$ cat config.mk
export PLATFORM = sky130hd
export DESIGN_NAME = keypad_scanner
export DESIGN_NICKNAME = d
export VERILOG_FILES = /design/src/rtl/keypad_pkg.sv /design/src/rtl/sync_2ff.sv /design/src/rtl/keypad_scanner.sv
export SDC_FILE = /design/constraint.sdc
export NUM_CORES = 1
export LEC_CHECK = 0
export ABC_AREA = 0
export ABC_CLOCK_PERIOD_IN_PS = 22600
export BUFFER_PORTS_ARGS = -buffer_cell sky130_fd_sc_hd__buf_2
export CAP_MARGIN = 20
export CORE_AREA = 2 2 108 110
export CTS_CLUSTER_SIZE = 14
export DETAILED_ROUTE_END_ITERATION = 8
export DIE_AREA = 0 0 110 112
export HOLD_SLACK_MARGIN = 0.05
export SETUP_SLACK_MARGIN = 0.05
export SYNTH_ARGS = -nofsm -noshare
export SYNTH_HDL_FRONTEND = slang
export SYNTH_SLANG_ARGS = --single-unit
$ cat constraint.sdc
create_clock -name clock -period 22.6 [get_ports clock]
set_clock_uncertainty 0.05 [all_clocks]
set_input_delay 2.26 -clock clock [delete_from_list [all_inputs] [get_ports clock]]
set_output_delay 2.26 -clock clock [all_outputs]
set_load 0.05 [all_outputs]
$ cat src/rtl/keypad_pkg.sv
// Shared keypad definitions: matrix geometry, key legend table and FSM/result encodings.
package keypad_pkg;

    localparam int unsigned KP_ROWS = 4;
    localparam int unsigned KP_COLS = 4;
    localparam int unsigned KP_KEYS = KP_ROWS * KP_COLS;

    // Entry (row*KP_COLS + col) holds the hex legend printed on that key (Pmod KYPD layout).
    localparam logic [KP_KEYS*4-1:0] KP_CODE_TABLE = {
        4'hD, 4'hE, 4'hF, 4'h0,
        4'hC, 4'h9, 4'h8, 4'h7,
        4'hB, 4'h6, 4'h5, 4'h4,
        4'hA, 4'h3, 4'h2, 4'h1
    };

    typedef enum logic {
        IDLE,
        HELD
    } kp_state_e;

    typedef enum logic {
        RES_NONE,
        RES_ONE
    } kp_class_e;

    function automatic logic [3:0] kp_code(input logic [1:0] row_idx, input logic [1:0] col_idx);
        return KP_CODE_TABLE[4*int'({row_idx, col_idx}) +: 4];
    endfunction

endpackage

$ cat src/rtl/sync_2ff.sv
// Two-flop synchroniser for asynchronous level inputs; resets to all-ones (idle pulled-up lines).
module sync_2ff #(
    parameter int unsigned WIDTH = 1
) (
    input  logic             clk_i,
    input  logic             rst_i,
    input  logic [WIDTH-1:0] d_i,
    output logic [WIDTH-1:0] q_o
);

    logic [WIDTH-1:0] meta_q;
    logic [WIDTH-1:0] sync_q;

    always_ff @(posedge clk_i) begin
        if (rst_i) begin
            meta_q <= '1;
            sync_q <= '1;
        end else begin
            meta_q <= d_i;
            sync_q <= meta_q;
        end
    end

    assign q_o = sync_q;

endmodule

$ cat src/rtl/keypad_scanner.sv
// 4x4 matrix keypad scanner: rotates an active-low column drive, debounces whole-matrix scans
// and reports one key_valid pulse per accepted single-key press.
module keypad_scanner
    import keypad_pkg::*;
#(
    parameter int unsigned SCAN_DIV       = 100_000,
    parameter int unsigned DEBOUNCE_SCANS = 20
) (
    input  logic       clock,
    input  logic       reset,
    input  logic [3:0] row,
    output logic [3:0] col,
    output logic [3:0] key_code,
    output logic       key_valid,
    output logic       key_held
);

    localparam int unsigned   TW         = $clog2(SCAN_DIV);
    localparam int unsigned   SW         = $clog2(DEBOUNCE_SCANS + 1);
    localparam logic [TW-1:0] TIMER_LAST = TW'(SCAN_DIV - 1);
    localparam logic [SW-1:0] STAB_MAX   = SW'(DEBOUNCE_SCANS);

    logic [KP_ROWS-1:0] row_sync;

    logic [TW-1:0]      timer_q, timer_d;
    logic [3:0]         col_q, col_d;
    logic [1:0]         col_idx_q, col_idx_d;
    logic [KP_KEYS-1:0] pressed_q, pressed_d;
    logic               scan_end;

    logic [4:0]         n_set;
    logic [3:0]         hit_idx;
    kp_class_e          cur_class;
    logic [3:0]         cur_code;

    kp_class_e          prev_class_q, prev_class_d;
    logic [3:0]         prev_code_q, prev_code_d;
    logic [SW-1:0]      stab_q, stab_d;
    kp_state_e          state_q, state_d;
    logic [3:0]         key_code_q, key_code_d;
    logic               key_valid_q, key_valid_d;
    logic               key_held_q, key_held_d;

    sync_2ff #(.WIDTH(KP_ROWS)) u_row_sync (
        .clk_i (clock),
        .rst_i (reset),
        .d_i   (row),
        .q_o   (row_sync)
    );

    // Rows are sampled on the last cycle of each column so the lines have settled.
    always_comb begin
        timer_d   = timer_q;
        col_d     = col_q;
        col_idx_d = col_idx_q;
        pressed_d = pressed_q;
        scan_end  = 1'b0;
        if (timer_q == TIMER_LAST) begin
            timer_d   = '0;
            col_d     = {col_q[2:0], col_q[3]};
            col_idx_d = col_idx_q + 2'd1;
            pressed_d[{col_idx_q, 2'b00} +: KP_ROWS] = ~row_sync;
            scan_end  = (col_idx_q == 2'd3);
        end else begin
            timer_d = timer_q + TW'(1);
        end
    end

    // Pressed bit index is 4*col+row; two or more keys collapse to NONE so ghosts never surface.
    always_comb begin
        n_set   = '0;
        hit_idx = '0;
        for (int unsigned i = 0; i < KP_KEYS; i++) begin
            if (pressed_d[i]) begin
                n_set   = n_set + 5'd1;
                hit_idx = 4'(i);
            end
        end
        cur_class = (n_set == 5'd1) ? RES_ONE : RES_NONE;
        cur_code  = (n_set == 5'd1) ? kp_code(hit_idx[1:0], hit_idx[3:2]) : 4'h0;
    end

    always_comb begin
        prev_class_d = prev_class_q;
        prev_code_d  = prev_code_q;
        stab_d       = stab_q;
        state_d      = state_q;
        key_code_d   = key_code_q;
        key_valid_d  = 1'b0;
        key_held_d   = key_held_q;
        if (scan_end) begin
            prev_class_d = cur_class;
            prev_code_d  = cur_code;
            if (cur_class == prev_class_q && cur_code == prev_code_q) begin
                stab_d = (stab_q == STAB_MAX) ? stab_q : stab_q + SW'(1);
            end else begin
                stab_d = SW'(1);
            end
            if (state_q == IDLE) begin
                if (cur_class == RES_ONE && stab_d == STAB_MAX) begin
                    state_d     = HELD;
                    key_code_d  = cur_code;
                    key_valid_d = 1'b1;
                    key_held_d  = 1'b1;
                end
            end else begin
                if (cur_class == RES_NONE && stab_d == STAB_MAX) begin
                    state_d    = IDLE;
                    key_held_d = 1'b0;
                end
            end
        end
    end

    always_ff @(posedge clock) begin
        if (reset) begin
            timer_q      <= '0;
            col_q        <= 4'b1110;
            col_idx_q    <= '0;
            pressed_q    <= '0;
            prev_class_q <= RES_NONE;
            prev_code_q  <= '0;
            stab_q       <= '0;
            state_q      <= IDLE;
            key_code_q   <= '0;
            key_valid_q  <= 1'b0;
            key_held_q   <= 1'b0;
        end else begin
            timer_q      <= timer_d;
            col_q        <= col_d;
            col_idx_q    <= col_idx_d;
            pressed_q    <= pressed_d;
            prev_class_q <= prev_class_d;
            prev_code_q  <= prev_code_d;
            stab_q       <= stab_d;
            state_q      <= state_d;
            key_code_q   <= key_code_d;
            key_valid_q  <= key_valid_d;
            key_held_q   <= key_held_d;
        end
    end

    assign col       = col_q;
    assign key_code  = key_code_q;
    assign key_valid = key_valid_q;
    assign key_held  = key_held_q;

endmodule
== Word level (Yosys, flattened, before mapping) ==
Index checks and enable logic that the tools add are counted.

* Bits in latches: 0
* Memories kept: 0
* Logic and storage cells: 100
* RAM bits: 0
* Bits in read-only memories: 0
* Output and inout port bits: 10
* Bits in registers: 64

* Magnitude comparators: 0
* Shift operators: 3
* Multiplexer cells: 45
* Div/mod/pow operators: 0
* Multipliers: 0
* Reduce and logical (&&, ||, !) cells: 8
* Equality and inequality tests: 8
* $add $sub $neg: 19
* Bitwise operators: 4

{| class="wikitable"
|+ Operators with widths
! operator !! number
|-
| 5-bit 2-to-1 mux || 18
|-
| 5-bit by 1-bit adder with 5-bit output (second input constant) || 16
|-
| 64-bit by 7-bit indexed part select with 4-bit output (first input constant) || 1
|-
| 4-bit 2-to-1 mux || 15
|-
| 17-bit by 1-bit adder with 17-bit output (second input constant) || 1
|-
| 17-bit == test (second input constant) || 1
|-
| 16-bit bitwise mux || 1
|-
| 16-bit 2-to-1 mux || 1
|-
| 4-bit by 6-bit variable shift with 16-bit output (first input constant) || 1
|-
| 4-bit by 6-bit indexed part select with 16-bit output || 1
|-
| 5-bit == test (second input constant) || 2
|-
| 1-bit 2-to-1 mux || 10
|-
| 4-bit negation with 6-bit output || 1
|-
| 3-bit AND reduction || 2
|-
| 5-bit by 1-bit == test with 1-bit output (second input constant) || 1
|-
| 4-bit == test || 1
|-
| 4-bit inverter || 1
|-
| 1-bit logical AND || 3
|-
| 1-bit inverter || 3
|-
| 3-bit OR reduction || 1
|-
| 2-bit by 1-bit adder with 2-bit output (second input constant) || 1
|-
| 2-bit == test (second input constant) || 1
|-
| 2-bit by 1-bit inequality test with 1-bit output (second input constant) || 1
|-
| 2-bit nonzero test || 1
|-
| 2 further kinds || 2
|}

== Depth between registers and ports, before layout ==
* Word-level depth: 45
* Mapped depth: 56
* Depth with buffers taken out: 54

== Cells and area by module ==
From an unflattened synthesis, not the netlist that was laid out.

* Cell total of the unflattened synthesis: 638
* Area, all modules: 5,192.5 um^2

{| class="wikitable"
|+ Modules (own cells, without submodules)
! module !! times used !! area each (um^2) !! seq. area each (um^2) !! cells an instance
|-
| keypad_scanner || 1 || 4,982.3 || 1,121.1 || 622
|-
| sync_2ff || 1 || 210.2 || 160.2 || 16
|}

== Worst setup path after synthesis ==
OpenSTA, ideal clock, no wires.

* Kind: register to register
* From: register timer_q[14]
* To: register key_code_q[0] (netlist: key_code[0])
* Period minus slack after synthesis: 10,870 ps
* Library setup time: 128 ps
* Slack: 11,730 ps
* Stages on the path, launching flop included: 53
* Required time: 22,422 ps
* Arrival: 10,692 ps
* Cell sequence: dfxtp_1 or4b_4 nor4_4 and2_1 buf_2 mux2i_1 ha_1 clkbuf_1 xnor2_1 ha_1 nand2_1 a21oi_1 nand4b_2 ha_1 mux2i_2 inv_1 ha_1 nand2_1 [... 17 more ...] a31oi_1 ha_1 o21ai_0 a21oi_1 ha_1 and2_1 a21o_1 ha_1 mux2_2 ha_1 nand2_1 nand2_1 ha_1 o41ai_1 nand2_1 nor4_4 mux2i_1 nor2_1

* Cells in the longest elaborated chain, start to end: 42

{| class="wikitable"
|+ Ends and longest elaborated chain
! item !! line !! RTL
|-
| start, declared || keypad_scanner.sv:25 || <nowiki>logic [TW-1:0] timer_q, timer_d;</nowiki>
|-
| start signal, assigned || keypad_scanner.sv:129 || <nowiki>timer_q <= timer_d;</nowiki>
|-
| 17-bit == test (*) || keypad_scanner.sv:58 || <nowiki>if (timer_q == TIMER_LAST) begin</nowiki>
|-
| 16-bit 2-to-1 mux || keypad_scanner.sv:58 ||
|-
| 1-bit 2-to-1 mux || keypad_scanner.sv:74 || <nowiki>if (pressed_d[i]) begin</nowiki>
|-
| 5-bit by 1-bit adder with 5-bit output || keypad_scanner.sv:75 || <nowiki>n_set = n_set + 5'd1;</nowiki>
|-
| 5-bit 2-to-1 mux || keypad_scanner.sv:74 ||
|-
| 5-bit by 1-bit adder with 5-bit output || keypad_scanner.sv:75 ||
|-
| 5-bit 2-to-1 mux || keypad_scanner.sv:74 ||
|-
| 5-bit by 1-bit adder with 5-bit output || keypad_scanner.sv:75 ||
|-
| [... 26 more ...] || -- ||
|-
| 4-bit 2-to-1 mux / 1-bit 2-to-1 mux (equally long branches) || keypad_scanner.sv:80, keypad_scanner.sv:79 ||
|-
| 4-bit == test / 1-bit == test (equally long branches) || keypad_scanner.sv:94 || <nowiki>if (cur_class == prev_class_q && cur_code == prev_code_q) begin</nowiki>
|-
| 1-bit logical AND || keypad_scanner.sv:94 ||
|-
| 5-bit 2-to-1 mux || keypad_scanner.sv:94 ||
|-
| 5-bit 2-to-1 mux || keypad_scanner.sv:91 || <nowiki>if (scan_end) begin</nowiki>
|-
| 5-bit == test || keypad_scanner.sv:100 || <nowiki>if (cur_class == RES_ONE && stab_d == STAB_MAX) begin</nowiki>
|-
| 1-bit logical AND || keypad_scanner.sv:100 ||
|-
| 3-bit AND reduction (no line) || -- ||
|-
| end signal, assigned || keypad_scanner.sv:137 || <nowiki>key_code_q <= key_code_d;</nowiki>
|-
| end, declared || keypad_scanner.sv:40 || <nowiki>logic [3:0] key_code_q, key_code_d;</nowiki>
|}

Every way passes the cells marked *; elsewhere a longest branch is shown, timed or not. The select of a mux whose other input is x is not followed.
A chain may end at the register's enable or synchronous reset.

== Worst setup path in the final report ==
Same ends and word-level chain as after synthesis.

==> run summary <==
Status: completed
Max VDD drop: 0.0000466 V
Number of synthesized flops with an enable pin: 0
Final min period: 11.94 ns
Sw frac: 21.5%
Worst Setup Start Kind: flop
Seq cells post-synth: 64
TritonRoute pass-1 iters: 6
Worst r2r src: timer_q[14]$_SDFF_PP0_
Fillers: 1084
ANT nets after route: 0
Reg area: 1280 sq um
Dominant synthesized flop cell: dfxtp_1
Later-pin clock latency in the skew report: 0.33 ns
Pwr/cell area: 48.5 nW/um^2
Setup CP Type: reg2reg
Global-route wire length before repair: 19800 um
Mapped Nets: 655
Clk network pwr share: 53.6%
Num Clock Sinks: 64
Count of input and output buffers: 15
Worst setup EP type: flop
Synth warn: 0
Post-synthesis sequential area ratio: 26.1%
Combinational Power Share: 2.0%
TritonCTS clock tree: yes
Post-synthesis area per instance: 7.86 sq um
Hold Path Stages: 1
Met3 Use GR: 3.69%
Longest Clk Path Bufs: 2
Final setup fails: 0
Hold_buf cts: 0
Largest net degree at the start of global routing: 51
Synth-to-layout area growth: 9.54%
DR iter-0 viols: 221
Worst path required time: 22.73 ns
Cell family with most CP delay: adder cells
Gr ovfl total: 0
Internal Power: 205 uW
Worst hold margin: 0.354 ns
Mean routed wirelength per cell: 14.8 um
CP dominant cell by count: ha_1
Layout cells sized above 1: 11.1%
Worst Path Buf+Inv: 3
Clock slew at reported path FFs: 0.06 ns
Die width: 110 um
Asr flop ratio synth: 0%
Worst Hold Class: reg2reg
Post-synth cell types: 72
Sw power: 56.0 uW
Total CTS buffers: 9
Die area: 12300 sq um
Global placement routability congestion: 0.865
Fmax: 83.7 MHz
Worst hold start: u_row_sync.meta_q[1]$_SDFF_PP1_
Reg2reg setup slack: 10.66 ns
Num rows: 39
# DRC: 0
Antenna violations before repair: 0
Pre-CTS WS: 10.82 ns
# diodes: 0
Die height: 112 um
GR peak layer: met2
Number of gates resized after CTS: 0
Post-Synthesis Cell Area: 4910 sq um
Number of global-route vias before repair: 4144
Worst path max stage delay: 0.58 ns
Worst setup path start: timer_q[14]$_SDFF_PP0_
Detailed-route via count: 4323
Worst path depth: 51
Final Max Slew Viols: 0
TNS Setup: 0 ns
Multi-input logic area: 3440 sq um
Via/cell ratio: 5.58
Worst-margin pin slew: 0.885 ns
Number of max-cap violations: 0
Total GRT Usage: 20.1%
Final total power: 261 uW
Boundary Pins: 16
Worst EP arrival: 12.08 ns
Worst slew margin: 41.0%
Met1 Use GR: 28.0%
Post-CTS setup buffers: 0
Global Route met2 Usage: 30.7%
Post-Syn Instances: 624
CTS H-Tree Depth: 3
Floorplan core area: 11200 sq um
LEAKAGE: 0.00222 uW
Final period utilization: 52.9%
Seq pwr share: 44.4%
Clk root buf: clkbuf_16
Fin worst setup slack: 10.66 ns
Routed WL: 11400 um
Starting Density: 43.9%
Dpl hpwl: 8440 um
Final hold viol count: 0
Worst-case reg-to-reg path depth: 51
Peak fanout along the critical path: 18
Slowest cell on crit path: or4b_4
Nets: 658
Unrepaired setup endpoints after global routing: false
[per-layer routing]
| layer | share of wire (%) | routed length (um) | vias to the layer above |
|---|---|---|---|
| met5 | 0 | 0 | - |
| met1 | 50 | 5740 | 2013 |
| met4 | 2.0 | 228 | 0 |
| li1 | - | - | 2207 |
| met2 | 44 | 5050 | 85 |
| met3 | 3.7 | 419 | 18 |
[final timing paths]
path                                                endpoint
worst max-delay path                key_code[0]$_SDFFE_PP0P_
worst min-delay path            u_row_sync.q_o[1]$_SDFF_PP1_
worst min register to register  u_row_sync.q_o[1]$_SDFF_PP1_
worst max register to register      key_code[0]$_SDFFE_PP0P_
[power by group through the flow]
stage | sequential (uW) | combinational (uW) | clock (uW)
2_1_floorplan | 117 | 4.60 | 0
3_3_place_gp | 118 | 5.20 | 0
5_1_grt | 116 | 5.97 | 150
4_1_cts | 116 | 5.33 | 144
3_5_place_dp | 118 | 5.30 | 0
6_report | 116 | 5.24 | 140
[state kept, by name (all words and copies together) (netlist names), named ones only]
| register | count |
|---|---|
| key_held | 1 |
| timer_q | 17 |
| pressed_q | 16 |
| col | 4 |
| key_valid | 1 |
| key_code | 4 |
| prev_class_q | 1 |
| stab_q | 5 |
| col_idx_q | 2 |
| prev_code_q | 4 |
| u_row_sync.meta_q | 4 |
| u_row_sync.q_o | 4 |
[cell usage in the layout (no fill, tap or decap), drive strengths merged, types with 3 or more instances in the layout]
cell type  instances
a21boi             3
a21o               4
a21oi             45
a31oi              6
and2               5
and3               6
buf               16
clkbuf            10
dfxtp             64
ha                25
inv               25
mux2               4
mux2i             17
nand2             77
nand2b             4
nand3             30
nand3b             6
nand4              9
nand4b             3
nor2              68
nor2b              4
nor3              15
nor4              10
o211ai             4
o21a               3
o21ai             22
o22ai              4
o31a               5
o31ai              7
or2               12
or3               10
xnor2             44
xor2              29
[synthesized netlist by cell type, types with 7 or more instances]
master / n / share of area (%)
dfxtp_1: 64 / 26
inv_1: 24 / 1.8
or3_1: 10 / 1.3
nand4_1: 9 / 1.1
nand3_1: 30 / 3.1
ha_1: 25 / 6.4
xnor2_1: 39 / 7.0
nand2_1: 75 / 5.7
nor4_1: 8 / 1.0
a21oi_1: 45 / 4.6
clkbuf_1: 21 / 1.6
nor3_1: 13 / 1.3
xor2_1: 29 / 5.2
o31ai_1: 7 / 1.1
mux2i_1: 14 / 2.9
o21ai_0: 20 / 2.0
or2_2: 12 / 1.5
nor2_1: 67 / 5.1
[per-stage QoR]
| step | instance area (sq um) | utilization [%] | instances |
|---|---|---|---|
| floorplan | 4910 | - | 624 |
| global placement | 5070 | 45.4 | 759 |
| detailed placement | 5070 | 45.4 | 759 |
| CTS | 5380 | 48.1 | 775 |
| global route | 5380 | 48.1 | 775 |
| finish | 5380 | 48.1 | 775 |
[cells by family (layout without fill, tap and decap cells)]
logic type / Yosys count / count (layout) / share of synthesized area (%)
and+or+nand+nor: 272 / 272 / 28.6
AOI/OAI and AO/OA: 120 / 120 / 15.7
xor gates and xnor gates: 74 / 74 / 14.7
DFF: 64 / 64 / 26.1
buffers and inverters: 48 / 56 / 3.88
adders and majority gates: 25 / 25 / 6.37
muxes: 21 / 21 / 4.61
[cell type report]
type	instances	share of cell area, %
Tap cell	143	3.33
Sequential cell	64	23.8
Multi-Input combinational cell	512	63.9
Inverter	24	1.68
Timing Repair Buffer	16	1.54
Clock inverter	6	1.26
Clock buffer	10	4.45
No activity file was read; power rests on OpenSTA's default activity.
